### config.mk
export PLATFORM = sky130hd
export DESIGN_NAME = pulp_periph_demux_flat
export DESIGN_NICKNAME = d
export VERILOG_FILES = /design/src/rtl/pulp_periph_demux_pkg.sv /design/src/rtl/pulp_periph_demux_if.sv /design/src/rtl/pulp_periph_demux_fifo.sv /design/src/rtl/pulp_periph_demux.sv /design/src/flat_wrapper.sv
export SDC_FILE = /design/constraint.sdc
export NUM_CORES = 1
export LEC_CHECK = 0
export ABC_CLOCK_PERIOD_IN_PS = 6050
export CAP_MARGIN = 20
export CORE_AREA = 4 4 214 216
export DETAILED_ROUTE_END_ITERATION = 8
export DIE_AREA = 0 0 218 220
export PLACE_DENSITY_LB_ADDON = 0.1
export SLEW_MARGIN = 20
export SYNTH_ARGS = -nofsm -noshare
export SYNTH_HDL_FRONTEND = slang
export SYNTH_HIERARCHICAL = 1
export SYNTH_SLANG_ARGS = --single-unit
### constraint.sdc
create_clock -name clk_i -period 6.05 [get_ports clk_i]
set_clock_uncertainty 0.2 [all_clocks]
set_input_delay 0.9075 -clock clk_i [delete_from_list [all_inputs] [get_ports clk_i]]
set_output_delay 0.9075 -clock clk_i [all_outputs]
set_load 0.02 [all_outputs]
### src/rtl/pulp_periph_demux_pkg.sv
// Shared types and the default cluster-peripheral slot map for the peripheral demux.
package pulp_periph_demux_pkg;

   localparam int unsigned AddrW       = 32;
   localparam int unsigned DataW       = 32;
   localparam int unsigned BeW         = 4;
   localparam int unsigned DefNumSlots = 16;

   typedef logic [7:0] slot_tgt_t;

   localparam slot_tgt_t UNMAPPED = 8'hFF;

   localparam slot_tgt_t SPER_EOC_ID         = 8'd0;
   localparam slot_tgt_t SPER_TIMER_ID       = 8'd1;
   localparam slot_tgt_t SPER_EVENT_U_ID     = 8'd2;
   localparam slot_tgt_t SPER_HWPE_ID        = 8'd4;
   localparam slot_tgt_t SPER_ICACHE_CTRL_ID = 8'd5;
   localparam slot_tgt_t SPER_DMA_CL_ID      = 8'd6;
   localparam slot_tgt_t SPER_DMA_FC_ID      = 8'd7;
   localparam slot_tgt_t SPER_HMR_ID         = 8'd8;
   localparam slot_tgt_t SPER_EXT_PER_ID     = 8'd9;
   localparam slot_tgt_t SPER_DEBUG_ID       = 8'd10;

   // Slot 15 first; the event unit occupies slots 2 and 3.
   localparam logic [DefNumSlots-1:0][7:0] DefaultSlotMap = {
      UNMAPPED, UNMAPPED, UNMAPPED, UNMAPPED, UNMAPPED,
      SPER_DEBUG_ID, SPER_EXT_PER_ID, SPER_HMR_ID, SPER_DMA_FC_ID,
      SPER_DMA_CL_ID, SPER_ICACHE_CTRL_ID, SPER_HWPE_ID,
      SPER_EVENT_U_ID, SPER_EVENT_U_ID, SPER_TIMER_ID, SPER_EOC_ID
   };

   typedef struct packed {
      logic      err;
      slot_tgt_t tgt;
   } fifo_entry_t;

   typedef struct packed {
      logic             req;
      logic [AddrW-1:0] add;
      logic             we;
      logic [DataW-1:0] wdata;
      logic [BeW-1:0]   be;
   } core_data_req_t;

   typedef struct packed {
      logic             gnt;
      logic             r_valid;
      logic [DataW-1:0] r_rdata;
      logic             r_opc;
   } core_data_rsp_t;

endpackage

### src/rtl/pulp_periph_demux_if.sv
// Core-side data request/response bundle between the peripheral interconnect and the demux.
interface pulp_periph_demux_if;
   import pulp_periph_demux_pkg::*;

   core_data_req_t req;
   core_data_rsp_t rsp;

   modport master (output req, input rsp);
   modport slave  (input req, output rsp);
endinterface

### src/rtl/pulp_periph_demux_fifo.sv
// In-order tracker of outstanding transactions; also remembers the most recent push.
module pulp_periph_demux_fifo #(
   parameter int unsigned Depth = 4,
   parameter int unsigned Width = 9
) (
   input  logic             clk_i,
   input  logic             rst_i,
   input  logic             push_i,
   input  logic [Width-1:0] data_i,
   input  logic             pop_i,
   output logic             full_o,
   output logic             empty_o,
   output logic [Width-1:0] head_o,
   output logic [Width-1:0] last_o
);

   localparam int unsigned PtrW = (Depth > 1) ? $clog2(Depth) : 1;
   localparam int unsigned CntW = $clog2(Depth + 1);

   logic [Width-1:0] mem_q [Depth];
   logic [PtrW-1:0]  wr_ptr_q, wr_ptr_d;
   logic [PtrW-1:0]  rd_ptr_q, rd_ptr_d;
   logic [CntW-1:0]  cnt_q, cnt_d;
   logic [Width-1:0] last_q, last_d;
   logic             push_ok, pop_ok;

   function automatic logic [PtrW-1:0] ptr_inc(input logic [PtrW-1:0] p);
      return (p == PtrW'(Depth - 1)) ? '0 : p + PtrW'(1);
   endfunction

   assign full_o  = (cnt_q == CntW'(Depth));
   assign empty_o = (cnt_q == '0);
   assign push_ok = push_i & ~full_o;
   assign pop_ok  = pop_i & ~empty_o;
   assign head_o  = mem_q[rd_ptr_q];
   assign last_o  = last_q;

   always_comb begin
      wr_ptr_d = wr_ptr_q;
      rd_ptr_d = rd_ptr_q;
      cnt_d    = cnt_q;
      last_d   = last_q;
      if (push_ok) begin
         wr_ptr_d = ptr_inc(wr_ptr_q);
         last_d   = data_i;
      end
      if (pop_ok) begin
         rd_ptr_d = ptr_inc(rd_ptr_q);
      end
      case ({push_ok, pop_ok})
         2'b10:   cnt_d = cnt_q + CntW'(1);
         2'b01:   cnt_d = cnt_q - CntW'(1);
         default: cnt_d = cnt_q;
      endcase
   end

   always_ff @(posedge clk_i) begin
      if (rst_i) begin
         wr_ptr_q <= '0;
         rd_ptr_q <= '0;
         cnt_q    <= '0;
         last_q   <= '0;
      end else begin
         wr_ptr_q <= wr_ptr_d;
         rd_ptr_q <= rd_ptr_d;
         cnt_q    <= cnt_d;
         last_q   <= last_d;
      end
   end

   // Payload storage needs no reset: entries are only read while counted.
   always_ff @(posedge clk_i) begin
      if (push_ok) begin
         mem_q[wr_ptr_q] <= data_i;
      end
   end

endmodule

### src/rtl/pulp_periph_demux.sv
// Routes one core data stream to NumSlv peripherals via a slot map, in-order responses,
// with an internal error responder for unmapped or out-of-region accesses.
module pulp_periph_demux
   import pulp_periph_demux_pkg::*;
#(
   parameter int unsigned              NumSlv     = 11,
   parameter int unsigned              NumSlots   = DefNumSlots,
   parameter int unsigned              SlotBits   = 10,
   parameter logic [31:0]              RegionBase = 32'h1020_0000,
   parameter logic [NumSlots-1:0][7:0] SlotMap    = DefaultSlotMap,
   parameter int unsigned              MaxTrans   = 4,
   parameter logic [31:0]              ErrData    = 32'hBADA_CCE5
) (
   input  logic                    clk_i,
   input  logic                    rst_i,
   pulp_periph_demux_if.slave      mst,
   output logic [NumSlv-1:0]       slv_req_o,
   output logic [31:0]             slv_add_o,
   output logic                    slv_we_o,
   output logic [31:0]             slv_wdata_o,
   output logic [3:0]              slv_be_o,
   input  logic [NumSlv-1:0]       slv_gnt_i,
   input  logic [NumSlv-1:0]       slv_r_valid_i,
   input  logic [NumSlv-1:0][31:0] slv_r_rdata_i,
   output logic                    spurious_o
);

   localparam int unsigned SlotIdxW = $clog2(NumSlots);
   localparam int unsigned RegLsb   = SlotIdxW + SlotBits;
   localparam int unsigned EntryW   = $bits(fifo_entry_t);

   logic [SlotIdxW-1:0] slot;
   slot_tgt_t           tgt;
   logic                in_region, err, can_issue, gnt, pop;
   logic                full, empty;
   fifo_entry_t         cur, head, last;
   logic [NumSlv-1:0]   tgt_oh, head_oh, exp_mask, unexpected;
   core_data_rsp_t      mst_rsp;
   logic                spurious_q, spurious_d;

   // Address decode
   assign in_region = (mst.req.add[31:RegLsb] == RegionBase[31:RegLsb]);
   assign slot      = mst.req.add[SlotBits +: SlotIdxW];
   assign tgt       = SlotMap[slot];
   assign err       = ~in_region | (tgt == UNMAPPED) | (tgt >= 8'(NumSlv));
   assign cur       = '{err: err, tgt: tgt};

   // Only one target may be outstanding at a time, which keeps responses ordered.
   assign can_issue = ~full & (empty | (last == cur));

   always_comb begin
      tgt_oh  = '0;
      head_oh = '0;
      for (int unsigned i = 0; i < NumSlv; i++) begin
         tgt_oh[i]  = (tgt == 8'(i));
         head_oh[i] = (head.tgt == 8'(i));
      end
   end

   assign slv_req_o   = (~rst_i & mst.req.req & ~err & can_issue) ? tgt_oh : '0;
   assign gnt         = ~rst_i & mst.req.req & can_issue & (err | (|(tgt_oh & slv_gnt_i)));
   assign slv_add_o   = mst.req.add;
   assign slv_we_o    = mst.req.we;
   assign slv_wdata_o = mst.req.wdata;
   assign slv_be_o    = mst.req.be;

   pulp_periph_demux_fifo #(
      .Depth (MaxTrans),
      .Width (EntryW)
   ) i_fifo (
      .clk_i   (clk_i),
      .rst_i   (rst_i),
      .push_i  (gnt),
      .data_i  (cur),
      .pop_i   (pop),
      .full_o  (full),
      .empty_o (empty),
      .head_o  (head),
      .last_o  (last)
   );

   // Response: error entries answer locally, others pass the head target through.
   always_comb begin
      mst_rsp  = '0;
      exp_mask = '0;
      if (!empty) begin
         if (head.err) begin
            mst_rsp.r_valid = 1'b1;
            mst_rsp.r_rdata = ErrData;
            mst_rsp.r_opc   = 1'b1;
         end else begin
            exp_mask        = head_oh;
            mst_rsp.r_valid = |(slv_r_valid_i & head_oh);
            for (int unsigned i = 0; i < NumSlv; i++) begin
               if (head_oh[i]) begin
                  mst_rsp.r_rdata = slv_r_rdata_i[i];
               end
            end
         end
      end
      mst_rsp.gnt = gnt;
      if (rst_i) begin
         mst_rsp = '0;
      end
   end

   assign pop     = mst_rsp.r_valid;
   assign mst.rsp = mst_rsp;

   // Any slave response not matching the head target is dropped and flagged.
   assign unexpected = slv_r_valid_i & ~exp_mask;
   assign spurious_d = spurious_q | (|unexpected);
   assign spurious_o = spurious_q;

   always_ff @(posedge clk_i) begin
      if (rst_i) begin
         spurious_q <= 1'b0;
      end else begin
         spurious_q <= spurious_d;
      end
   end

endmodule

### src/flat_wrapper.sv
// flat-port wrapper written by rule: the top's interface ports become plain ports
module pulp_periph_demux_flat import pulp_periph_demux_pkg::*;
#(
   parameter int unsigned              NumSlv     = 11,
   parameter int unsigned              NumSlots   = DefNumSlots,
   parameter int unsigned              SlotBits   = 10,
   parameter logic [31:0]              RegionBase = 32'h1020_0000,
   parameter logic [NumSlots-1:0][7:0] SlotMap    = DefaultSlotMap,
   parameter int unsigned              MaxTrans   = 4,
   parameter logic [31:0]              ErrData    = 32'hBADA_CCE5
)
  (clk_i, rst_i, slv_req_o, slv_add_o, slv_we_o, slv_wdata_o, slv_be_o, slv_gnt_i, slv_r_valid_i, slv_r_rdata_i, spurious_o, mst_req, mst_rsp);
  pulp_periph_demux_if mst_i ();
  input  logic clk_i;
  input  logic rst_i;
  output logic [NumSlv-1:0] slv_req_o;
  output logic [31:0] slv_add_o;
  output logic slv_we_o;
  output logic [31:0] slv_wdata_o;
  output logic [3:0] slv_be_o;
  input  logic [NumSlv-1:0] slv_gnt_i;
  input  logic [NumSlv-1:0] slv_r_valid_i;
  input  logic [NumSlv-1:0][31:0] slv_r_rdata_i;
  output logic spurious_o;
  input wire logic [$bits(mst_i.req)-1:0] mst_req;
  output wire logic [$bits(mst_i.rsp)-1:0] mst_rsp;
  assign mst_i.req = mst_req;
  assign mst_rsp = mst_i.rsp;
  pulp_periph_demux #(.NumSlv(NumSlv), .NumSlots(NumSlots), .SlotBits(SlotBits), .RegionBase(RegionBase), .SlotMap(SlotMap), .MaxTrans(MaxTrans), .ErrData(ErrData)) u_core (.clk_i(clk_i), .rst_i(rst_i), .mst(mst_i), .slv_req_o(slv_req_o), .slv_add_o(slv_add_o), .slv_we_o(slv_we_o), .slv_wdata_o(slv_wdata_o), .slv_be_o(slv_be_o), .slv_gnt_i(slv_gnt_i), .slv_r_valid_i(slv_r_valid_i), .slv_r_rdata_i(slv_r_rdata_i), .spurious_o(spurious_o));
endmodule
======== After elaboration in Yosys (flattened, before gate mapping) ========
Memories as Yosys holds them, arrays and structs flattened. A register that Yosys moved wholly into a read port is not among the register bits.
Index checks and enable logic that the tools add are counted.
cells by class
  add/subtract/negate cells ............... 4
  magnitude comparators ................... 2
  equal/unequal tests ..................... 28
  muxes and demuxes ....................... 26
  bitwise logic cells ..................... 22
  reduce and logical (&&, ||, !) cells .... 7
operator list
  cell                                                                                 number
  32-bit two-way mux                                                                   11
  8-bit by 3-bit equality test with 1-bit output, second input constant                8
  8-bit by 4-bit equality test with 1-bit output, second input constant                6
  35-bit two-way mux                                                                   1
  34-bit two-way mux                                                                   1
  11-bit bitwise AND                                                                   3
  11-bit two-way mux                                                                   3
  33-bit two-way mux                                                                   1
  11-bit OR reduction                                                                  3
  8-bit by 2-bit equality test with 1-bit output, second input constant                4
  18-bit by 15-bit equality test with 1-bit output, second input constant              1
  8-bit by 1-bit equality test with 1-bit output, second input constant                2
  8-bit logical NOT                                                                    2
  11-bit NOT                                                                           1
  9-bit equality test                                                                  1
  1-bit bitwise AND                                                                    8
  8-bit equality test, second input constant                                           1
  8-bit by 4-bit greater-or-equal comparator with 1-bit output, second input constant  1
  2-bit two-way mux                                                                    4
  8-bit two-way mux                                                                    1
  2-bit equality test, second input constant                                           3
  3-bit case mux with 2 select lines                                                   1
  4-bit by 5-bit < comparator with 1-bit output, second input constant                 1
  1-bit NOT                                                                            5
  9 further kinds                                                                      16
word-level totals
  register bits after elaboration ......... 17
  bits in writable memories ............... 36
  memory bits (read-only) ................. 128
  output and inout port bits .............. 116
  word-level logic and storage cells ...... 96
  memories ................................ 2
memory list
  name                 depth  bits a word  rd ports  clocked after memory_dff  wr ports  RTL line                      RTL
  (name not given)     16     8            1         0                         0         pulp_periph_demux.sv:44       assign tgt = SlotMap[slot];
  u_core.i_fifo.mem_q  4      9            1         1                         1         pulp_periph_demux_fifo.sv:20  logic [Width-1:0] mem_q [Depth];

======== Longest topological paths before layout ========
  depth after elaboration ................. 18
  depth in mapped cells ................... 19
  gate-level depth less buffers ........... 14

======== By module ========
Netlist, hierarchy kept.
by module, submodules not included
  module                  instances  cells each  area each (um^2)
  pulp_periph_demux       1          693         4,835.9
  pulp_periph_demux_fifo  1          143         2,209.6

======== Worst setup path after synthesis ========
Ideal clock, no wire load.
  path type ............................... reg2reg
  start ................................... register with a tool-made name
  end ..................................... register u_core.i_fifo.cnt_q[2]
  data arrival time ....................... 4.113 ns
  required time ........................... 5.779 ns
  path slack .............................. 1.666 ns
  cell stages (with the launch flop) ...... 18
  path through ............................ dfxtp_1 -> buf_2 -> mux4_2 -> or4_4 -> buf_6 -> buf_8 -> nor2_4 -> buf_2 -> nand2_1 -> a21oi_1 -> o31ai_1 -> inv_1 -> ha_1 -> inv_1 -> fa_1 -> xor2_1 -> or3_1 -> a21oi_1
RTL lines
  item                  RTL line                      RTL
  end signal, assigned  pulp_periph_demux_fifo.sv:66  cnt_q <= cnt_d;
  end, declared         pulp_periph_demux_fifo.sv:23  logic [CntW-1:0] cnt_q, cnt_d;

==> parameters.txt <==
Parameter                              Value

Finish
  Synth-to-Final Area Change    69.4%
  NumNets Final    around 1,600
  Multi-input logic area    about 0.0045 mm2
  Top library cells by usage in the layout, fill and taps aside    465 x sky130_fd_sc_hd__clkdlybuf4s50_1, 71 x sky130_fd_sc_hd__o21ai_0, 57 x sky130_fd_sc_hd__nand2_1
  Layout cells sized above 1    a little under an eighth
  Storage cell area    about 0.0015 mm2
  Filler-free cell count of the finished design    1,790
  Most common library cell in the layout ignoring fill and taps    sky130_fd_sc_hd__clkdlybuf4s50_1
  Fillcell total    approximately 4,800

Floorplan
  Effective utilization at floorplan    roughly 16%
  Chip Height    roughly 220 um
  Die Wd    about 220 um
  Area enclosed by the die boundary    0.0480 mm2
  Core outline area    roughly 0.044 mm2
  Cell row count    between 70 and 80
  Top-level I/O count    ~560

Timing
  Final critical-path share of the clock period    between 80 and 90%
  Worst slew slack as a fraction of its limit    between 40% and 50%
  Setup repair after global routing missed its margin    no
  Number of max-slew violations in the final report    0
  Maximum clock rate    between 0.15 and 0.2 GHz
  Clock period minus final worst setup slack    approximately 5.2 ns
  Worst slack on hold paths    around 0.28 ns
  Hold violation count in the final report    0
  Final setup vio count    0
  Tightest Pin Transition    0.759 ns
  Setup_tns    0 ns

Pwr
  Pleak    around 4 nW
  Overall power consumption    roughly 1.5 mW
  Power per unit of standard cell area    between 100 and 150 mW/mm2
  Maximum resistive drop on vdd    around 0.10 mV

Route
  Iter 0 DRT Violations    about 540
  Via count    between 8,000 and 9,000
  Initial DRT Pass Iterations    5
  Overall routed net length    between 40 and 50 mm
  Post-route antenna net violation count    0
  DRC violations left    0
  WL/cell    25.1 um
  Detail-routed via count per cell    about 4.6

Worst hold path
  Worst hold-check path type    reg2reg
  Hold path startpoint    u_core/i_fifo/last_o[6]
  Endpoint of the worst hold path    u_core/i_fifo/last_o[6]
  Number of stages on the worst hold path    2

CTS
  Clock-pin slew on the worst setup and hold paths    about 0.070 ns
  CTS H-Tree Depth    2
  CTS Sinks    55
  TritonCTS Buffers    5
  Root Buffer    sky130_fd_sc_hd__clkbuf_16
  CTS tree    done
  Hold buffer count at CTS    0
  Post-CTS Setup Inserts    0
  Worst skew pair latency    around 0.29 ns
  Post_cts resized    0
  Clock Tree Buf Depth    2

Global routing
  Wire length of the first global-routing pass    between 60 and 70 mm
  Global-route track usage on met2    just under 30%
  Number of antenna violations at the first check in global routing    12
  Gr busiest metal    met2
  Met1 GRT Util    between 20% and 30%
  Global routing usage summed across all routing layers    17.2%
  Largest net degree at the start of global routing    59
  Met3 Usage GRT    under 10%
  Remaining Overflow, GRT    0
  Number of global-route vias before repair    ~8,400

Placement
  Total instance count after detailed placement    ~1,800
  Final RePlAce weighted congestion    ~0.84
  Number of port buffers    ~470
  Dpl hpwl    ~37 mm

Logic synthesis
  Mean instance size in the synthesized netlist    about 8.4 um2
  Prevailing post-synth register cell    sky130_fd_sc_hd__edfxtp_1
  Post-Syn Nets    around 1,300
  Area contributors post-synth    sky130_fd_sc_hd__edfxtp_1 15%, sky130_fd_sc_hd__mux4_2 13%, sky130_fd_sc_hd__buf_4 8.3%, sky130_fd_sc_hd__dfxtp_1 5.4%, sky130_fd_sc_hd__o21ai_0 5.0%
  Number of distinct standard cells referenced by the synthesized netlist    80
  Proportion of synthesized chip area in sequential cells    between 20% and 30%
  Netlist Area Pre-Place    between 0.007 and 0.008 mm2
  Number of enable-type register cells in the synthesized netlist    36
  Cell type contributing the most total cell area after synthesis    sky130_fd_sc_hd__edfxtp_1
  Area share of the largest cell type after synthesis    15.3%
  Async set or reset register ratio after synthesis    0%
  Post-Syn Instances    between 800 and 900
  Synth warn    6
  Register bit count reported by yosys    55

Setup path
  Class of the most critical setup path    reg2out
  Critical Path Source Type    flip-flop
  Arrival time of the worst setup path    a little over 4 ns
  CP endpoint kind    output pin
  Capturing point of the worst reg2reg path    u_core/i_fifo/cnt_q[2]
  Setup slack of the most critical reg-to-reg path    roughly 1.4 ns
  Required time reported for the critical path endpoint    between 4 and 5 ns
  Worst-path maximum fanout    16
  Reg2reg path depth    14

Run
  Maxcap violations    0

Status
  Status    complete, no violations
==> metal layers <==
layer  share of wire (%)  vias to the layer above
met5                0.18                        -
li1                    -                     3835
met3                 9.1                       37
met2                  48                      372
met4                 1.3                       12
met1                  41                     3943
==> per-stage QoR <==
stage	worst slack, ns	cell area [um2]	utilization, %
after floorplan	1.67	7050	-
after global placement	0.980	11800	26.8
after detailed placement	1.01	11800	26.8
after CTS	0.777	11900	27.1
after global routing	0.598	11900	27.2
final	0.824	11900	27.2
==> cell type report <==
class,instances,share of cell area (%)
multi-input combinational,602,38.1
clock buffer,6,1.08
tap,592,6.21
timing repair buffer,498,41.2
inverter,28,0.923
antenna,7,0.147
clock inverter,2,0.105
sequential,55,12.2
==> Yosys cell counts (19+ instances only) <==
library cell,number
sky130_fd_sc_hd__o21ai_0,71
sky130_fd_sc_hd__a21oi_1,52
sky130_fd_sc_hd__buf_4,78
sky130_fd_sc_hd__nor2_1,41
sky130_fd_sc_hd__nand2_1,57
sky130_fd_sc_hd__buf_2,28
sky130_fd_sc_hd__inv_1,27
sky130_fd_sc_hd__nand3_1,31
sky130_fd_sc_hd__nand2b_1,21
sky130_fd_sc_hd__clkbuf_1,35
sky130_fd_sc_hd__mux4_2,40
sky130_fd_sc_hd__dfxtp_1,19
sky130_fd_sc_hd__a31oi_1,19
sky130_fd_sc_hd__edfxtp_1,36
==> registers in the layout, summed over array words and instances (netlist names), named ones only <==
signal                  flops
u_core/i_fifo/mem_q        36
u_core/spurious_o           1
u_core/i_fifo/wr_ptr_q      2
u_core/i_fifo/rd_ptr_q      2
u_core/i_fifo/last_o        9
u_core/i_fifo/cnt_q         3
==> where the power goes <==
part           internal [mW]  total [mW]  switching (mW)  leakage [nW]
Sequential             0.416       0.426          0.0103         0.485
Clock                  0.153       0.279           0.126        0.0669
Combinational          0.444       0.821           0.377          3.42
==> cells by family after synthesis <==
logic type | count (synthesis) | share of synthesized area [%]
AO/OA/AOI/OAI | 281 | 26.6
AND/OR/NAND/NOR | 237 | 18.1
buffers and inverters | 179 | 15.0
multiplexers | 73 | 17.8
flip-flops | 55 | 20.7
adder cells (fa/ha/maj) | 7 | 1.35
XOR/XNOR | 3 | 0.373
other | 1 | 0.0532
==> critical path, stage by stage (launching register included) <==
cell,delay [ns]
sky130_fd_sc_hd__dfxtp_1,0.46
sky130_fd_sc_hd__buf_4,0.25
sky130_fd_sc_hd__mux4_2,0.57
sky130_fd_sc_hd__or4_4,0.71
sky130_fd_sc_hd__nor3_2,0.63
sky130_fd_sc_hd__a21oi_1,0.15
sky130_fd_sc_hd__o22ai_1,0.14
sky130_fd_sc_hd__o221a_2,0.20
sky130_fd_sc_hd__clkdlybuf4s50_1,0.71
==> worst max path at each step <==
stage / end / slack, ns / cells after the start
CTS: mst_rsp[9] / 0.78 / 9
global placement: slv_req_o[8] / 0.98 / 7
finish: mst_rsp[9] / 0.82 / 8
global route: mst_rsp[8] / 0.60 / 8
detailed placement: slv_req_o[8] / 1.01 / 7
floorplan: u_core/i_fifo/cnt_q[2] / 1.67 / 17
(Power assumes the default switching activity.)
